<file path="src/rtl/mbus_layer_if_pkg.sv">
// mbus_layer_if_pkg: shared widths, function IDs, field positions, FSM states and register bundle (MBUS_LIF_RDRESP_EN adds read-reply state)
package mbus_layer_if_pkg;
   localparam int ADDR_WIDTH   = 32;
   localparam int DATA_WIDTH   = 32;
   localparam int REG_DW       = 24;
   localparam logic [3:0] FUNC_REG_WR = 4'd0;
   localparam logic [3:0] FUNC_REG_RD = 4'd1;
   localparam int WR_ADDR_LSB  = 24;
   localparam int WR_DATA_LSB  = 0;
   localparam int RD_START_LSB = 24;
   localparam int RD_CNT_LSB   = 16;
   localparam int RD_REPLY_LSB = 8;
   localparam int RD_DEST_LSB  = 0;

   typedef enum logic [2:0] {
      IDLE, RX_HOLD, TX_DRIVE, TX_RELEASE, TX_WAIT, TX_RESP
`ifdef MBUS_LIF_RDRESP_EN
      , RD_FETCH
`endif
   } state_t;

   typedef struct packed {
      logic                  rx_ack;
      logic                  reg_wr_en;
      logic [7:0]            wr_addr;
      logic [REG_DW-1:0]     wr_data;
      logic [ADDR_WIDTH-1:0] tx_addr;
      logic [DATA_WIDTH-1:0] tx_data;
      logic                  tx_pend;
      logic                  tx_req;
      logic                  tx_resp_ack;
      logic                  loc_ack;
      logic                  loc_done;
      logic                  loc_err;
      logic                  lock;
`ifdef MBUS_LIF_RDRESP_EN
      logic                  rd_act;
      logic [7:0]            rd_addr;
      logic [7:0]            rd_cnt;
      logic [7:0]            rd_reply;
      logic [7:0]            rd_dest;
`endif
   } regs_t;
endpackage

</file>
<file path="src/rtl/mbus_layer_if_if.sv">
// mbus_layer_if_if: node, register-file and local-agent signals of the layer interface (MBUS_LIF_RDRESP_EN adds read port)
interface mbus_layer_if_if #(parameter int REG_AW = 8);
   import mbus_layer_if_pkg::*;
   logic [ADDR_WIDTH-1:0] RX_ADDR;
   logic [DATA_WIDTH-1:0] RX_DATA;
   logic                  RX_PEND;
   logic                  RX_REQ;
   logic                  RX_ACK;
   logic                  RX_FAIL;
   logic [ADDR_WIDTH-1:0] TX_ADDR;
   logic [DATA_WIDTH-1:0] TX_DATA;
   logic                  TX_PEND;
   logic                  TX_REQ;
   logic                  TX_ACK;
   logic                  TX_SUCC;
   logic                  TX_FAIL;
   logic                  TX_RESP_ACK;
   logic                  REG_WR_EN;
   logic [REG_AW-1:0]     REG_WR_ADDR;
   logic [REG_DW-1:0]     REG_WR_DATA;
   logic                  LOC_TX_REQ;
   logic [ADDR_WIDTH-1:0] LOC_TX_ADDR;
   logic [DATA_WIDTH-1:0] LOC_TX_DATA;
   logic                  LOC_TX_PEND;
   logic                  LOC_TX_ACK;
   logic                  LOC_TX_DONE;
   logic                  LOC_TX_ERR;
`ifdef MBUS_LIF_RDRESP_EN
   logic [REG_AW-1:0]     REG_RD_ADDR;
   logic [REG_DW-1:0]     REG_RD_DATA;
`endif

   modport slave (
      input  RX_ADDR, RX_DATA, RX_PEND, RX_REQ, RX_FAIL, TX_ACK, TX_SUCC, TX_FAIL,
             LOC_TX_REQ, LOC_TX_ADDR, LOC_TX_DATA, LOC_TX_PEND,
      output RX_ACK, TX_ADDR, TX_DATA, TX_PEND, TX_REQ, TX_RESP_ACK,
             REG_WR_EN, REG_WR_ADDR, REG_WR_DATA, LOC_TX_ACK, LOC_TX_DONE, LOC_TX_ERR
`ifdef MBUS_LIF_RDRESP_EN
      , output REG_RD_ADDR, input REG_RD_DATA
`endif
   );

   modport master (
      output RX_ADDR, RX_DATA, RX_PEND, RX_REQ, RX_FAIL, TX_ACK, TX_SUCC, TX_FAIL,
             LOC_TX_REQ, LOC_TX_ADDR, LOC_TX_DATA, LOC_TX_PEND,
      input  RX_ACK, TX_ADDR, TX_DATA, TX_PEND, TX_REQ, TX_RESP_ACK,
             REG_WR_EN, REG_WR_ADDR, REG_WR_DATA, LOC_TX_ACK, LOC_TX_DONE, LOC_TX_ERR
`ifdef MBUS_LIF_RDRESP_EN
      , input REG_RD_ADDR, output REG_RD_DATA
`endif
   );
endinterface

</file>
<file path="src/rtl/mbus_lif_sync.sv">
// mbus_lif_sync: SYNC_STAGES-deep single-bit synchronizer with synchronous active-low clear
module mbus_lif_sync #(parameter int SYNC_STAGES = 2) (
   input  logic CLKIN,
   input  logic RESETn,
   input  logic d_i,
   output logic q_o
);
   logic [SYNC_STAGES-1:0] sync_q;

   // shift the input through the flop chain, oldest sample at the top
   always_ff @(posedge CLKIN)
      if (!RESETn) sync_q <= '0;
      else sync_q <= SYNC_STAGES'({sync_q, d_i});

   assign q_o = sync_q[SYNC_STAGES-1];
endmodule

</file>
<file path="src/rtl/mbus_layer_if.sv">
// mbus_layer_if: layer-side RX/TX 4-phase handshake engine with register writes (MBUS_LIF_RDRESP_EN enables register-read replies)
module mbus_layer_if
   import mbus_layer_if_pkg::*;
#(
   parameter int SYNC_STAGES = 2,
   parameter int REG_AW      = 8
) (
   input logic           CLKIN,
   input logic           RESETn,
   mbus_layer_if_if.slave bus
);
   state_t     state_q, state_d;
   regs_t      r_q, r_d;
   logic [6:0] hs_raw, hs_s;
   logic       loc_req_s, tx_ack_s, rx_req_s, rx_pend_s, rx_fail_s, tx_succ_s, tx_fail_s;
   logic [3:0] fid;

   // local request goes through an equal-length delay so a simultaneous RX_REQ wins arbitration
   assign hs_raw = {bus.LOC_TX_REQ, bus.TX_ACK, bus.RX_REQ, bus.RX_PEND, bus.RX_FAIL, bus.TX_SUCC, bus.TX_FAIL};
   for (genvar i = 0; i < 7; i++) begin : g_sync
      mbus_lif_sync #(.SYNC_STAGES(SYNC_STAGES)) u_sync (
         .CLKIN (CLKIN),
         .RESETn(RESETn),
         .d_i   (hs_raw[i]),
         .q_o   (hs_s[i])
      );
   end
   assign {loc_req_s, tx_ack_s, rx_req_s, rx_pend_s, rx_fail_s, tx_succ_s, tx_fail_s} = hs_s;
   assign fid = bus.RX_ADDR[3:0];

   // state and registered outputs; everything clears on reset
   always_ff @(posedge CLKIN)
      if (!RESETn) begin
         state_q <= IDLE;
         r_q     <= '0;
      end else begin
         state_q <= state_d;
         r_q     <= r_d;
      end

   // next state and next output values; strobes default low every cycle
   always_comb begin
      state_d       = state_q;
      r_d           = r_q;
      r_d.reg_wr_en = 1'b0;
      r_d.loc_ack   = 1'b0;
      r_d.loc_done  = 1'b0;
      r_d.loc_err   = 1'b0;
      case (state_q)
         IDLE:
            if (rx_req_s && !r_q.lock) begin
               state_d       = RX_HOLD;
               r_d.rx_ack    = 1'b1;
               r_d.reg_wr_en = fid == FUNC_REG_WR && !rx_fail_s;
               r_d.wr_addr   = bus.RX_DATA[WR_ADDR_LSB +: 8];
               r_d.wr_data   = bus.RX_DATA[WR_DATA_LSB +: REG_DW];
`ifdef MBUS_LIF_RDRESP_EN
               r_d.rd_act    = fid == FUNC_REG_RD && !rx_fail_s;
               r_d.rd_addr   = bus.RX_DATA[RD_START_LSB +: 8];
               r_d.rd_cnt    = bus.RX_DATA[RD_CNT_LSB +: 8];
               r_d.rd_reply  = bus.RX_DATA[RD_REPLY_LSB +: 8];
               r_d.rd_dest   = bus.RX_DATA[RD_DEST_LSB +: 8];
`endif
            end else if (loc_req_s) begin
               state_d     = TX_DRIVE;
               r_d.loc_ack = 1'b1;
               r_d.tx_data = bus.LOC_TX_DATA;
               r_d.tx_pend = bus.LOC_TX_PEND;
               r_d.tx_req  = 1'b1;
               r_d.tx_addr = r_q.lock ? r_q.tx_addr : bus.LOC_TX_ADDR;
            end
         RX_HOLD:
            if (!rx_req_s) begin
               r_d.rx_ack = 1'b0;
               state_d    = IDLE;
`ifdef MBUS_LIF_RDRESP_EN
               if (r_q.rd_act) state_d = RD_FETCH;
`endif
            end
         TX_DRIVE:
            if (tx_ack_s) begin
               r_d.tx_req = 1'b0;
               state_d    = TX_RELEASE;
            end
         TX_RELEASE:
            if (!tx_ack_s) begin
               state_d  = r_q.tx_pend ? IDLE : TX_WAIT;
               r_d.lock = r_q.tx_pend;
`ifdef MBUS_LIF_RDRESP_EN
               if (r_q.rd_act && r_q.tx_pend) begin
                  state_d     = RD_FETCH;
                  r_d.lock    = 1'b0;
                  r_d.rd_addr = r_q.rd_addr + 8'd1;
                  r_d.rd_cnt  = r_q.rd_cnt - 8'd1;
                  r_d.rd_dest = r_q.rd_dest + 8'd1;
               end
`endif
            end
         TX_WAIT:
            if (tx_succ_s || tx_fail_s) begin
               state_d         = TX_RESP;
               r_d.tx_resp_ack = 1'b1;
               r_d.loc_err     = tx_fail_s;
               r_d.loc_done    = !tx_fail_s;
`ifdef MBUS_LIF_RDRESP_EN
               if (r_q.rd_act) begin
                  r_d.loc_err  = 1'b0;
                  r_d.loc_done = 1'b0;
               end
`endif
            end
         TX_RESP:
            if (!tx_succ_s && !tx_fail_s) begin
               state_d         = IDLE;
               r_d.tx_resp_ack = 1'b0;
`ifdef MBUS_LIF_RDRESP_EN
               r_d.rd_act      = 1'b0;
`endif
            end
`ifdef MBUS_LIF_RDRESP_EN
         RD_FETCH: begin
            state_d     = TX_DRIVE;
            r_d.tx_addr = {24'h0, r_q.rd_reply};
            r_d.tx_data = {r_q.rd_dest, bus.REG_RD_DATA};
            r_d.tx_pend = r_q.rd_cnt != 8'd0;
            r_d.tx_req  = 1'b1;
         end
`endif
         default: state_d = IDLE;
      endcase
   end

   assign bus.RX_ACK      = r_q.rx_ack;
   assign bus.TX_ADDR     = r_q.tx_addr;
   assign bus.TX_DATA     = r_q.tx_data;
   assign bus.TX_PEND     = r_q.tx_pend;
   assign bus.TX_REQ      = r_q.tx_req;
   assign bus.TX_RESP_ACK = r_q.tx_resp_ack;
   assign bus.REG_WR_EN   = r_q.reg_wr_en;
   assign bus.REG_WR_ADDR = REG_AW'(r_q.wr_addr);
   assign bus.REG_WR_DATA = r_q.wr_data;
   assign bus.LOC_TX_ACK  = r_q.loc_ack;
   assign bus.LOC_TX_DONE = r_q.loc_done;
   assign bus.LOC_TX_ERR  = r_q.loc_err;
`ifdef MBUS_LIF_RDRESP_EN
   assign bus.REG_RD_ADDR = REG_AW'(r_q.rd_addr);
`endif
endmodule
</file>
<file path="src/flat_wrapper.sv">
// flat-port wrapper written by rule: the top's interface ports become plain ports
module mbus_layer_if_flat import mbus_layer_if_pkg::*;
#(
   parameter int SYNC_STAGES = 2,
   parameter int REG_AW      = 8
)
  (CLKIN, RESETn, bus_RX_ADDR, bus_RX_DATA, bus_RX_PEND, bus_RX_REQ, bus_RX_FAIL, bus_TX_ACK, bus_TX_SUCC, bus_TX_FAIL, bus_LOC_TX_REQ, bus_LOC_TX_ADDR, bus_LOC_TX_DATA, bus_LOC_TX_PEND, bus_RX_ACK, bus_TX_ADDR, bus_TX_DATA, bus_TX_PEND, bus_TX_REQ, bus_TX_RESP_ACK, bus_REG_WR_EN, bus_REG_WR_ADDR, bus_REG_WR_DATA, bus_LOC_TX_ACK, bus_LOC_TX_DONE, bus_LOC_TX_ERR);
  mbus_layer_if_if #(.REG_AW(REG_AW)) bus_i ();
  input logic CLKIN;
  input logic RESETn;
  input wire logic [$bits(bus_i.RX_ADDR)-1:0] bus_RX_ADDR;
  input wire logic [$bits(bus_i.RX_DATA)-1:0] bus_RX_DATA;
  input wire logic [$bits(bus_i.RX_PEND)-1:0] bus_RX_PEND;
  input wire logic [$bits(bus_i.RX_REQ)-1:0] bus_RX_REQ;
  input wire logic [$bits(bus_i.RX_FAIL)-1:0] bus_RX_FAIL;
  input wire logic [$bits(bus_i.TX_ACK)-1:0] bus_TX_ACK;
  input wire logic [$bits(bus_i.TX_SUCC)-1:0] bus_TX_SUCC;
  input wire logic [$bits(bus_i.TX_FAIL)-1:0] bus_TX_FAIL;
  input wire logic [$bits(bus_i.LOC_TX_REQ)-1:0] bus_LOC_TX_REQ;
  input wire logic [$bits(bus_i.LOC_TX_ADDR)-1:0] bus_LOC_TX_ADDR;
  input wire logic [$bits(bus_i.LOC_TX_DATA)-1:0] bus_LOC_TX_DATA;
  input wire logic [$bits(bus_i.LOC_TX_PEND)-1:0] bus_LOC_TX_PEND;
  output wire logic [$bits(bus_i.RX_ACK)-1:0] bus_RX_ACK;
  output wire logic [$bits(bus_i.TX_ADDR)-1:0] bus_TX_ADDR;
  output wire logic [$bits(bus_i.TX_DATA)-1:0] bus_TX_DATA;
  output wire logic [$bits(bus_i.TX_PEND)-1:0] bus_TX_PEND;
  output wire logic [$bits(bus_i.TX_REQ)-1:0] bus_TX_REQ;
  output wire logic [$bits(bus_i.TX_RESP_ACK)-1:0] bus_TX_RESP_ACK;
  output wire logic [$bits(bus_i.REG_WR_EN)-1:0] bus_REG_WR_EN;
  output wire logic [$bits(bus_i.REG_WR_ADDR)-1:0] bus_REG_WR_ADDR;
  output wire logic [$bits(bus_i.REG_WR_DATA)-1:0] bus_REG_WR_DATA;
  output wire logic [$bits(bus_i.LOC_TX_ACK)-1:0] bus_LOC_TX_ACK;
  output wire logic [$bits(bus_i.LOC_TX_DONE)-1:0] bus_LOC_TX_DONE;
  output wire logic [$bits(bus_i.LOC_TX_ERR)-1:0] bus_LOC_TX_ERR;
  assign bus_i.RX_ADDR = bus_RX_ADDR;
  assign bus_i.RX_DATA = bus_RX_DATA;
  assign bus_i.RX_PEND = bus_RX_PEND;
  assign bus_i.RX_REQ = bus_RX_REQ;
  assign bus_i.RX_FAIL = bus_RX_FAIL;
  assign bus_i.TX_ACK = bus_TX_ACK;
  assign bus_i.TX_SUCC = bus_TX_SUCC;
  assign bus_i.TX_FAIL = bus_TX_FAIL;
  assign bus_i.LOC_TX_REQ = bus_LOC_TX_REQ;
  assign bus_i.LOC_TX_ADDR = bus_LOC_TX_ADDR;
  assign bus_i.LOC_TX_DATA = bus_LOC_TX_DATA;
  assign bus_i.LOC_TX_PEND = bus_LOC_TX_PEND;
  assign bus_RX_ACK = bus_i.RX_ACK;
  assign bus_TX_ADDR = bus_i.TX_ADDR;
  assign bus_TX_DATA = bus_i.TX_DATA;
  assign bus_TX_PEND = bus_i.TX_PEND;
  assign bus_TX_REQ = bus_i.TX_REQ;
  assign bus_TX_RESP_ACK = bus_i.TX_RESP_ACK;
  assign bus_REG_WR_EN = bus_i.REG_WR_EN;
  assign bus_REG_WR_ADDR = bus_i.REG_WR_ADDR;
  assign bus_REG_WR_DATA = bus_i.REG_WR_DATA;
  assign bus_LOC_TX_ACK = bus_i.LOC_TX_ACK;
  assign bus_LOC_TX_DONE = bus_i.LOC_TX_DONE;
  assign bus_LOC_TX_ERR = bus_i.LOC_TX_ERR;
  mbus_layer_if #(.SYNC_STAGES(SYNC_STAGES), .REG_AW(REG_AW)) u_core (.CLKIN(CLKIN), .RESETn(RESETn), .bus(bus_i));
endmodule
</file>
<file path="config.mk">
export PLATFORM = sky130hd
export DESIGN_NAME = mbus_layer_if_flat
export DESIGN_NICKNAME = d
export VERILOG_FILES = /design/src/rtl/mbus_layer_if_pkg.sv /design/src/rtl/mbus_layer_if_if.sv /design/src/rtl/mbus_lif_sync.sv /design/src/rtl/mbus_layer_if.sv /design/src/flat_wrapper.sv
export SDC_FILE = /design/constraint.sdc
export NUM_CORES = 1
export LEC_CHECK = 0
export BUFFER_PORTS_ARGS = -buffer_cell sky130_fd_sc_hd__buf_2
export CAP_MARGIN = 20
export CORE_ASPECT_RATIO = 2
export CORE_MARGIN = 3
export CORE_UTILIZATION = 40
export DETAILED_ROUTE_END_ITERATION = 8
export PLACE_DENSITY_LB_ADDON = 0.15
export SLEW_MARGIN = 30
export SYNTH_ARGS = -nofsm -noshare
export SYNTH_HDL_FRONTEND = slang
export SYNTH_SLANG_ARGS = --single-unit
</file>
<file path="constraint.sdc">
create_clock -name CLKIN -period 4.05 [get_ports CLKIN]
set_input_delay 0.2025 -clock CLKIN [delete_from_list [all_inputs] [get_ports CLKIN]]
set_output_delay 0.2025 -clock CLKIN [all_outputs]
set_load 0.02 [all_outputs]
</file>
==> results of run 1 <==
[cell families after synthesis]
logic type             Yosys count  share of synthesized area [%]
AOI/OAI and AO/OA               80                           8.61
buffers and inverters          134                           18.2
DFF                            120                           48.1
muxes                           38                           7.64
and+or+nand+nor                207                           17.5
[power by group through the flow]
stage                     sequential, mW  clock (mW)  combinational, mW
after global routing                1.35        1.68              0.571
after detailed placement            1.36           0              0.518
after floorplan                     1.34           0              0.450
after global placement              1.36           0              0.506
final                               1.34        1.59              0.516
after CTS                           1.34        1.63              0.524
[layout make-up]
| class | count | area [µm²] |
|---|---|---|
| Clock inverter | 11 | 171 |
| Inverter | 4 | 16.3 |
| Clock buffer | 21 | 460 |
| Fill cell | 1228 | 6120 |
| Sequential cell | 120 | 2400 |
| Antenna cell | 1 | 2.50 |
| Tap cell | 147 | 184 |
| Timing Repair Buffer | 221 | 1150 |
| Multi-Input combinational cell | 325 | 1690 |
[worst max-delay path by stage]
stage / to / slack [ns] / depth (start not counted)
after detailed placement: u_core.bus.TX_DATA[23] / 1.77 / 5
after global routing: u_core.bus.TX_DATA[23] / 1.51 / 5
after CTS: u_core.bus.TX_DATA[23] / 1.75 / 5
after global placement: u_core.bus.TX_DATA[8] / 1.81 / 5
after floorplan: u_core.state_q[0] / 2.74 / 4
final: u_core.bus.TX_DATA[23] / 1.75 / 5
[per-layer routing]
metal	track usage [%]	wire, µm	vias up
met2	30.5	6480	126
li1	-	-	1991
met3	3.97	670	20
met5	0	0	-
met4	10.2	291	0
met1	15.2	3920	1780
[worst reg2reg max path: stages, from the launching register on]
cell,delay (ns)
sky130_fd_sc_hd__dfxtp_1,0.45
sky130_fd_sc_hd__nor2_2,0.23
sky130_fd_sc_hd__nand4b_1,0.66
sky130_fd_sc_hd__buf_4,0.54
sky130_fd_sc_hd__mux2i_1,0.21
sky130_fd_sc_hd__nor2_1,0.06
[metrics by stage]
stage               hold slack (ns)  power, mW
global route                0.00910       3.60
CTS                         0.00335       3.49
detailed placement            0.372       1.88
global placement              0.367       1.86
finish                       0.0251       3.44
floorplan                     0.279       1.79
[flip-flops by register name (all words and copies together), names as in the netlist]
signal / count
u_core.bus.LOC_TX_ACK: 1
u_core.bus.LOC_TX_DONE: 1
u_core.bus.LOC_TX_ERR: 1
u_core.bus.REG_WR_ADDR: 8
u_core.bus.REG_WR_DATA: 24
u_core.bus.REG_WR_EN: 1
u_core.bus.RX_ACK: 1
u_core.bus.TX_ADDR: 32
u_core.bus.TX_DATA: 32
u_core.bus.TX_PEND: 1
u_core.bus.TX_REQ: 1
u_core.bus.TX_RESP_ACK: 1
u_core.g_sync.u_sync.sync_q: 12
u_core.r_q: 1
u_core.state_q: 3
[cell usage in the layout, fill, tap and decap left out, types with 2 or more instances in the layout]
| master | instances |
|---|---|
| sky130_fd_sc_hd__buf_2 | 212 |
| sky130_fd_sc_hd__nand2_1 | 133 |
| sky130_fd_sc_hd__dfxtp_1 | 120 |
| sky130_fd_sc_hd__a21oi_1 | 68 |
| sky130_fd_sc_hd__nor2_1 | 41 |
| sky130_fd_sc_hd__mux2i_1 | 37 |
| sky130_fd_sc_hd__clkbuf_16 | 17 |
| sky130_fd_sc_hd__and2_1 | 12 |
| sky130_fd_sc_hd__dlygate4sd3_1 | 7 |
| sky130_fd_sc_hd__nand2b_1 | 4 |
| sky130_fd_sc_hd__bufinv_16 | 4 |
| sky130_fd_sc_hd__clkinv_2 | 3 |
| sky130_fd_sc_hd__o21a_1 | 3 |
| sky130_fd_sc_hd__o21ai_0 | 3 |
| sky130_fd_sc_hd__inv_1 | 3 |
| sky130_fd_sc_hd__clkinv_4 | 3 |
| sky130_fd_sc_hd__nor2b_1 | 2 |
| sky130_fd_sc_hd__nor3b_1 | 2 |
| sky130_fd_sc_hd__clkbuf_1 | 2 |
| sky130_fd_sc_hd__clkbuf_8 | 2 |
| sky130_fd_sc_hd__clkinvlp_4 | 2 |
| sky130_fd_sc_hd__buf_4 | 2 |
[timing repair]
item                                   4_1_cts  5_1_grt
endpoints found under the hold margin        7        0
setup endpoints to repair                    0        0
hold buffers                                 7        0
==> flow_summary.toml, run 1 <==
[route]
route.vias.total = 3917
via_density_per_instance = 4.61
detail_route.first_pass.iterations = 4
drt_iter0_markers = 128
post-route-drc-count = 0
detail_route.wl_per_cell_um = 13.4
drt_wl_total_um = 11400
route.antenna.remaining_nets = 0

[timing]
setup_ws_ns = 1.75
timing.clock.skew_ns = 0.00824
timing.final.setup_violations = 0
min_period_over_period_pct = 56.8
transition_at_the_pin_with_the_smallest_max_transition_slack_ns = 0.862
maxClockFrequency_ghz = 0.435
setup_total_negative_slack_ns = 0
min_cycle_time_layout_ns = 2.30
final-max-slew-violation-count = 0
hold_violations = 0
grt_setup_unrepaired = "no"
slew_headroom_pct = 42.5

[clocking]
tritoncts_clock_tree = "yes"
clkTransAtPathRegs_ns = 0.06
clock_sink_count = 120
cts_post_setup_buffers_inserted = 0
cts_buffer_depth = 2
ctsRootBufferMaster = "sky130_fd_sc_hd__clkbuf_16"
cts_made_buffers = 17
post_cts_resized = 0
cts-htree-levels = 4
worst_skew_pair.late_latency_ns = 0.41

[floorplan]
chipWidth_um = 85.0
io_pins = 242
row_count = 57
core-area_um2 = 12200
die-area_um2 = 14000
die_height_um = 164
starting_density_of_the_core_pct = 41.0

[power_and_ir_drop]
clockPowerShare_pct = 46.2
power.share.combinational_pct = 15.0
power.internal_mw = 2.54
seq_power_share_pct = 38.9
vdd_drop_max_mv = 0.340
switchingPower_mw = 0.899
switching_share_pct = 26.1
power.density_nw_per_um2 = 566
power.static_leakage_nw = 3.00

[placed_design]
numPlacedInstances = 810
gp_congestion = 0.786
pre_cts_ws_ns = 1.77
buffer_ports.inserted = 212
place.detailed.hpwl_um = 8110
placedInstanceArea_um2 = 5370

[yosys]
synthTopCellsByCount = "sky130_fd_sc_hd__nand2_1 (134), sky130_fd_sc_hd__dfxtp_1 (120), sky130_fd_sc_hd__buf_4 (106), sky130_fd_sc_hd__a21oi_1 (68), sky130_fd_sc_hd__nor2_1 (41)"
synth_seq_area_share_pct = 48.1
yosys_warnings = 0
synth_area_per_cell_um2 = 8.63
most_frequent_cell_after_synthesis = "sky130_fd_sc_hd__nand2_1"
proportion_of_netlist_area_held_by_the_largest_area_contributor_pct = 48.1
synthesis.nets = 717
synth_top_cell_by_area = "sky130_fd_sc_hd__dfxtp_1"
synthCells = 579
synth.top_cells.by_area = "sky130_fd_sc_hd__dfxtp_1 (48%), sky130_fd_sc_hd__buf_4 (16%), sky130_fd_sc_hd__nand2_1 (10%)"
yosys_most_used_dff = "sky130_fd_sc_hd__dfxtp_1"
area_of_the_mapped_netlist_um2 = 5000
synth.ff_latch_count = 120
synth.lib_cells_used.distinct = 35
synthArstFlopShare_pct = 0
synth_edf_count = 0

[setup_path]
setup.worst_path.start_class = "flop"
crit_path_top_delay_cell = "sky130_fd_sc_hd__nand4b_1"
worstSetupPathType = "reg2reg"
reg2reg_from = "u_core.state_q[2]"
critPathTopFamily = "simple AND/OR/NAND/NOR gates"
worstPathMaxFanout = 24
worst_setup_path_startpoint = "u_core.state_q[2]"
reg2reg_setup_slack_ns = 1.75
path_cells = "nor2_2 > nand4b_1 > buf_4 > mux2i_1 > nor2_1"
reg2reg_depth = 5
cp_num_buf_inv = 1
crit_path_end_kind = "flop"
crit_path_max_incr_delay_ns = 0.66
worst-endpoint-required_ns = 4.30
crit-reg2reg-capture = "u_core.bus.TX_DATA[23]"
cp.arrival_ns = 2.55

[global_route]
grt_pass1_vias = 3816
grt_antenna_before_repair = 1
grt_first_pass_wirelength_um = 17700
grt-ovfl-total = 0
grtUsageTotal_pct = 16.2
grt_max_degree = 64

[min_path]
startpoint_of_the_worst_hold_path = "bus_LOC_TX_DATA[18]"
min_delay_path_depth = 3
worstHoldPathType = "in2reg"
min_delay_worst_endpoint = "u_core.bus.TX_DATA[18]"

[layout]
final_layout_size_suffix_gt1_share_pct = 36.2
finalNetCount = 827
share_of_the_core_filled_with_cells_in_the_final_layout_pct = 49.8
final-instance-count-excl-fill = 850
syn2layout_area_growth_pct = 21.6
finalInstanceArea_um2 = 6080

[run_status]
run_status = "completed"

[run]
maxCapViolCount = 0
(Power assumes the default switching activity.)
==> run 2, diff against run 1 <==
Settings changed: ABC_AREA set to 1.
Clock period 4.05 ns to 1.9 ns, I/O delays scaled along.
==> flow_summary.toml, run 2 <==
[layout]
number_of_antenna_cells_inserted = 0
syn2layout_area_growth_pct = 40.6
layout_commonest_cell = "sky130_fd_sc_hd__buf_2"
final_layout_size_suffix_gt1_share_pct = 30.0
finalInstanceArea_um2 = 7120
num-fill-cells = 1102
finalNetCount = 1002
most-common-layout-cells = "sky130_fd_sc_hd__buf_2 (212), sky130_fd_sc_hd__nor2_1 (146), sky130_fd_sc_hd__dfxtp_1 (120)"

[clocking]
worst_skew_pair.late_latency_ns = 0.40
cts_made_buffers = 17
cts_buffer_depth = 2
cts_post_setup_buffers_inserted = 0
clock_sink_count = 120
cts-htree-levels = 4
tritoncts_clock_tree = "yes"
ctsRootBufferMaster = "sky130_fd_sc_hd__clkbuf_16"
clkTransAtPathRegs_ns = 0.05

[floorplan]
core-area_um2 = 12300
die-area_um2 = 14100
die_height_um = 165
chipWidth_um = 85.6
io_pins = 242
starting_density_of_the_core_pct = 41.3
row_count = 57

[global_route]
grt-ovfl-total = 0
grt_max_degree = 67
grtUsageTotal_pct = 18.8
grt_first_pass_wirelength_um = 21300
grt_pass1_vias = 4602
grt_antenna_before_repair = 0

[route]
route.met3.wl_um = 802
drt_wl_total_um = 13500
top_layer_used = "met4"
post-route-drc-count = 0
route.antenna.remaining_nets = 0
drt_iter0_markers = 171
detail_route.wl_per_cell_um = 13.2
detail_route.first_pass.iterations = 4
routedLengthMet1_um = 4910
route.vias.total = 4732
met2_length_um = 7390
via_density_per_instance = 4.63

[power_and_ir_drop]
vdd_drop_max_mv = 0.686
power.static_leakage_nw = 3.47
power.density_nw_per_um2 = 1080

[yosys]
synthTopCellsByCount = "sky130_fd_sc_hd__nor2_1 (147), sky130_fd_sc_hd__dfxtp_1 (120), sky130_fd_sc_hd__buf_4 (97), sky130_fd_sc_hd__nand2_1 (63), sky130_fd_sc_hd__o21ai_0 (56)"
area_of_the_mapped_netlist_um2 = 5070
yosys_most_used_dff = "sky130_fd_sc_hd__dfxtp_1"
synthArstFlopShare_pct = 0
synthCells = 649
synth.lib_cells_used.distinct = 27
synth_edf_count = 0
proportion_of_netlist_area_held_by_the_largest_area_contributor_pct = 47.4
synth_area_per_cell_um2 = 7.81
synth.top_cells.by_area = "sky130_fd_sc_hd__dfxtp_1 (47%), sky130_fd_sc_hd__buf_4 (14%), sky130_fd_sc_hd__nor2_1 (11%)"
yosys_warnings = 0
synth_top_cell_by_area = "sky130_fd_sc_hd__dfxtp_1"
synthesis.nets = 787
most_frequent_cell_after_synthesis = "sky130_fd_sc_hd__nor2_1"
synth.ff_latch_count = 120
synth_seq_area_share_pct = 47.4

[setup_path]
worst-endpoint-required_ns = 2.22
worstPathMaxFanout = 32
reg2reg_from = "u_core.state_q[2]"
reg2reg_setup_slack_ns = 0.18
crit_path_end_kind = "flop"
cp.arrival_ns = 2.04
crit-reg2reg-capture = "u_core.bus.TX_ADDR[11]"
reg2reg_depth = 8
setup.worst_path.start_class = "flop"
worstSetupPathType = "reg2reg"

[timing]
min_period_over_period_pct = 90.4
maxClockFrequency_ghz = 0.583
hold_violations = 0
grt_setup_unrepaired = "no"
transition_at_the_pin_with_the_smallest_max_transition_slack_ns = 0.613
timing.clock.skew_ns = 0.00629
min_cycle_time_layout_ns = 1.72
timing.final.setup_violations = 0
final-max-slew-violation-count = 0
setup_total_negative_slack_ns = 0
slew_headroom_pct = 59.0

[run]
maxCapViolCount = 0

[min_path]
startpoint_of_the_worst_hold_path = "RESETn"
min_delay_worst_endpoint = "u_core.g_sync[5].u_sync.sync_q[1]"
min_delay_path_depth = 3
worstHoldPathType = "in2reg"

[placed_design]
buffer_ports.inserted = 212
gp_congestion = 0.788
place.detailed.hpwl_um = 8910
placedInstanceArea_um2 = 5500

[run_status]
run_status = "completed"
## run 2: logic make-up after synthesis
| logic type | Yosys count | synth area share (%) |
|---|---|---|
| simple gates | 261 | 21.7 |
| buf+inv | 160 | 20.1 |
| flops | 120 | 47.4 |
| compound gates | 108 | 10.8 |
## run 2: cell type report
type	count	area [µm²]	area share [%]
well taps	147	184	2.58
flip-flops and latches	120	2400	33.7
clock buffers	19	433	6.08
multi-input cells	369	1660	23.2
repair buffers	328	2210	31.0
inverters	28	109	1.53
clock inverters	12	130	1.83
## run 2: how the worst max path moves through the flow
stage	end	startpoint	slack, ns	cells past startpoint
floorplan	u_core.bus.TX_DATA[15]	u_core.state_q[2]	0.61	8
detailed placement	u_core.bus.TX_ADDR[11]	u_core.state_q[2]	0.20	8
finish	u_core.bus.TX_ADDR[11]	u_core.state_q[2]	0.18	8
CTS	u_core.bus.REG_WR_EN	bus_RX_ADDR[0]	0.03	7
global route	u_core.bus.TX_ADDR[8]	u_core.state_q[2]	0.06	8
global placement	u_core.bus.TX_ADDR[26]	u_core.state_q[2]	0.26	8
## run 2: per-layer routing
metal  vias to the layer above  track usage, %
met5                         -               0
met4                         0            8.86
met3                        27            4.77
met2                       172            35.4
met1                      2128            18.8
li1                       2405               -
## run 2: critical path, stage by stage (launching register included)
cell	delay [ns]
sky130_fd_sc_hd__dfxtp_1	0.57
sky130_fd_sc_hd__nor2_8	0.09
sky130_fd_sc_hd__nand2_4	0.10
sky130_fd_sc_hd__inv_4	0.05
sky130_fd_sc_hd__buf_4	0.19
sky130_fd_sc_hd__nand2_1	0.08
sky130_fd_sc_hd__buf_4	0.31
sky130_fd_sc_hd__nand2_1	0.11
sky130_fd_sc_hd__a21oi_1	0.15
## run 2: metrics by stage
step                      utilization, %  total power, mW  setup slack (ns)  hold WS [ns]  instances
after global placement              44.8             4.52             0.259         0.270        886
after floorplan                        -             4.32             0.615         0.168        649
after detailed placement            44.8             4.56             0.201         0.273        886
after global routing                58.1             8.14            0.0593         0.114       1023
after CTS                           58.1             7.82            0.0350        0.0798       1024
final                               58.1             7.72             0.183        0.0942       1023
## run 2: repair_timing
item / 4_1_cts / 5_1_grt
hold endpoints to repair: 104 / 0
gates resized for setup: 0 / 1
hold buffers: 107 / 0
setup endpoints to repair: 0 / 1
## run 2: power by group
part | total [mW] | switching (mW) | internal, mW
Clock | 3.05 | 1.13 | 1.92
Combinational | 1.72 | 1.05 | 0.671
Sequential | 2.95 | 0.170 | 2.78
Total | 7.72 | 2.35 | 5.37
==> run 3, diff against run 2 <==
Settings changed: ABC_AREA 1 to unset.
==> flow_summary.toml, run 3 (same netlist as run 1, synthesis figures left out) <==
[run]
maxCapViolCount = 0

[route]
drt_iter0_markers = 110
detail_route.first_pass.iterations = 5
route.vias.total = 4367
drt_wl_total_um = 12400
route.antenna.remaining_nets = 0
detail_route.wl_per_cell_um = 13.0
via_density_per_instance = 4.56
post-route-drc-count = 0

[timing]
minimum_hold_slack_ns = 0.0836
setup_ws_ns = 0.200
slew_headroom_pct = 66.5
setup_total_negative_slack_ns = 0
hold_violations = 0
min_period_over_period_pct = 89.5
timing.clock.skew_ns = 0.00666
grt_setup_unrepaired = "no"
final-max-slew-violation-count = 0
transition_at_the_pin_with_the_smallest_max_transition_slack_ns = 0.501
timing.final.setup_violations = 0
min_cycle_time_layout_ns = 1.70
maxClockFrequency_ghz = 0.588

[setup_path]
cp_num_buf_inv = 3
crit_path_max_incr_delay_ns = 0.58
crit_path_top_delay_cell = "sky130_fd_sc_hd__dlygate4sd3_1"
worstSetupPathType = "in2reg"
worstPathMaxFanout = 1
worst-endpoint-required_ns = 2.19
cp.arrival_ns = 1.99
critical-path-top-cell-by-count = "sky130_fd_sc_hd__dlygate4sd3_1"
setup.worst_path.start_class = "primary input"
critPathTopFamily = "buffers and inverters"
crit_path_end_kind = "flop"
path_cells = "dlygate4sd3_1 > buf_2 > or4_1 > dlygate4sd3_1 > nor4_1"

[global_route]
grtUsageTotal_pct = 17.7
grt_antenna_before_repair = 0
grt_first_pass_wirelength_um = 19700
grt_max_degree = 36
grt-ovfl-total = 0
grt_pass1_vias = 4231

[layout]
share_of_the_core_filled_with_cells_in_the_final_layout_pct = 58.0
most-common-layout-cells = "sky130_fd_sc_hd__buf_2 (212), sky130_fd_sc_hd__nand2_1 (134), sky130_fd_sc_hd__dfxtp_1 (120)"
num-fill-cells = 1071
number_of_antenna_cells_inserted = 0
final_layout_size_suffix_gt1_share_pct = 32.2
layout_commonest_cell = "sky130_fd_sc_hd__buf_2"
final-instance-count-excl-fill = 957
finalInstanceArea_um2 = 7070
finalNetCount = 935
syn2layout_area_growth_pct = 41.5

[min_path]
worstHoldPathType = "in2reg"

[power_and_ir_drop]
vdd_drop_max_mv = 0.674
power.static_leakage_nw = 3.42
power.density_nw_per_um2 = 1000
finalPower_mw = 7.09

[clocking]
ctsRootBufferMaster = "sky130_fd_sc_hd__clkbuf_16"
cts-htree-levels = 4
clock_sink_count = 120
cts_buffer_depth = 2
clkTransAtPathRegs_ns = 0.06
cts_hold_buf = 106
cts_made_buffers = 17
post_cts_resized = 0
cts_post_setup_buffers_inserted = 0
tritoncts_clock_tree = "yes"
worst_skew_pair.late_latency_ns = 0.40

[placed_design]
gp_congestion = 0.786
place.detailed.hpwl_um = 8230
placedInstanceArea_um2 = 5460
pre_cts_ws_ns = 0.335
numPlacedInstances = 819
buffer_ports.inserted = 212

[floorplan]
die-area_um2 = 14000
starting_density_of_the_core_pct = 41.0
die_height_um = 164
row_count = 57
io_pins = 242
chipWidth_um = 85.0
core-area_um2 = 12200

[run_status]
run_status = "completed"
## run 3: power by group
part           internal, mW  switching [mW]  leakage, nW
logic                 0.612           0.686         2.19
registers              2.70           0.149        0.975
clock network          1.80            1.15        0.251
total                  5.11            1.98         3.42
## run 3: worst paths after layout
check,depth (start not counted),slack [ns],start,endpoint
hold / removal,3,0.08,RESETn,u_core.bus.REG_WR_DATA[10]
hold reg to reg,1,0.43,u_core.g_sync[0].u_sync.sync_q[0],u_core.g_sync[0].u_sync.sync_q[1]
setup reg to reg,3,0.31,u_core.g_sync[2].u_sync.sync_q[1],u_core.bus.REG_WR_EN
setup / recovery,5,0.20,bus_RX_ADDR[2],u_core.bus.REG_WR_EN
## run 3: layout make-up
type                            instances  area (µm²)  area share, %
Clock inverter                         14         128           1.80
Timing Repair Buffer                  329        2230           31.5
Multi-Input combinational cell        325        1680           23.8
Clock buffer                           18         429           6.07
Tap cell                              147         184           2.60
Sequential cell                       120        2400           34.0
Inverter                                4        16.3          0.230
## run 3: worst reg2reg max path, cell delays in order, from the launching register on
cell and delay [ns]:
sky130_fd_sc_hd__dfxtp_1 0.31, sky130_fd_sc_hd__or4_1 0.38, sky130_fd_sc_hd__dlygate4sd3_1 0.58, sky130_fd_sc_hd__nor4_1 0.23
## run 3: per-layer routing
metal | wire length [µm] | part of all wire (%) | track usage [%] | vias to the layer above
met1 | 4290 | 34 | 17.0 | 1994
met4 | 405 | 3.3 | 9.65 | 0
met2 | 7120 | 57 | 33.6 | 137
met5 | 0 | 0 | 0 | -
met3 | 635 | 5.1 | 4.07 | 28
li1 | - | - | - | 2208
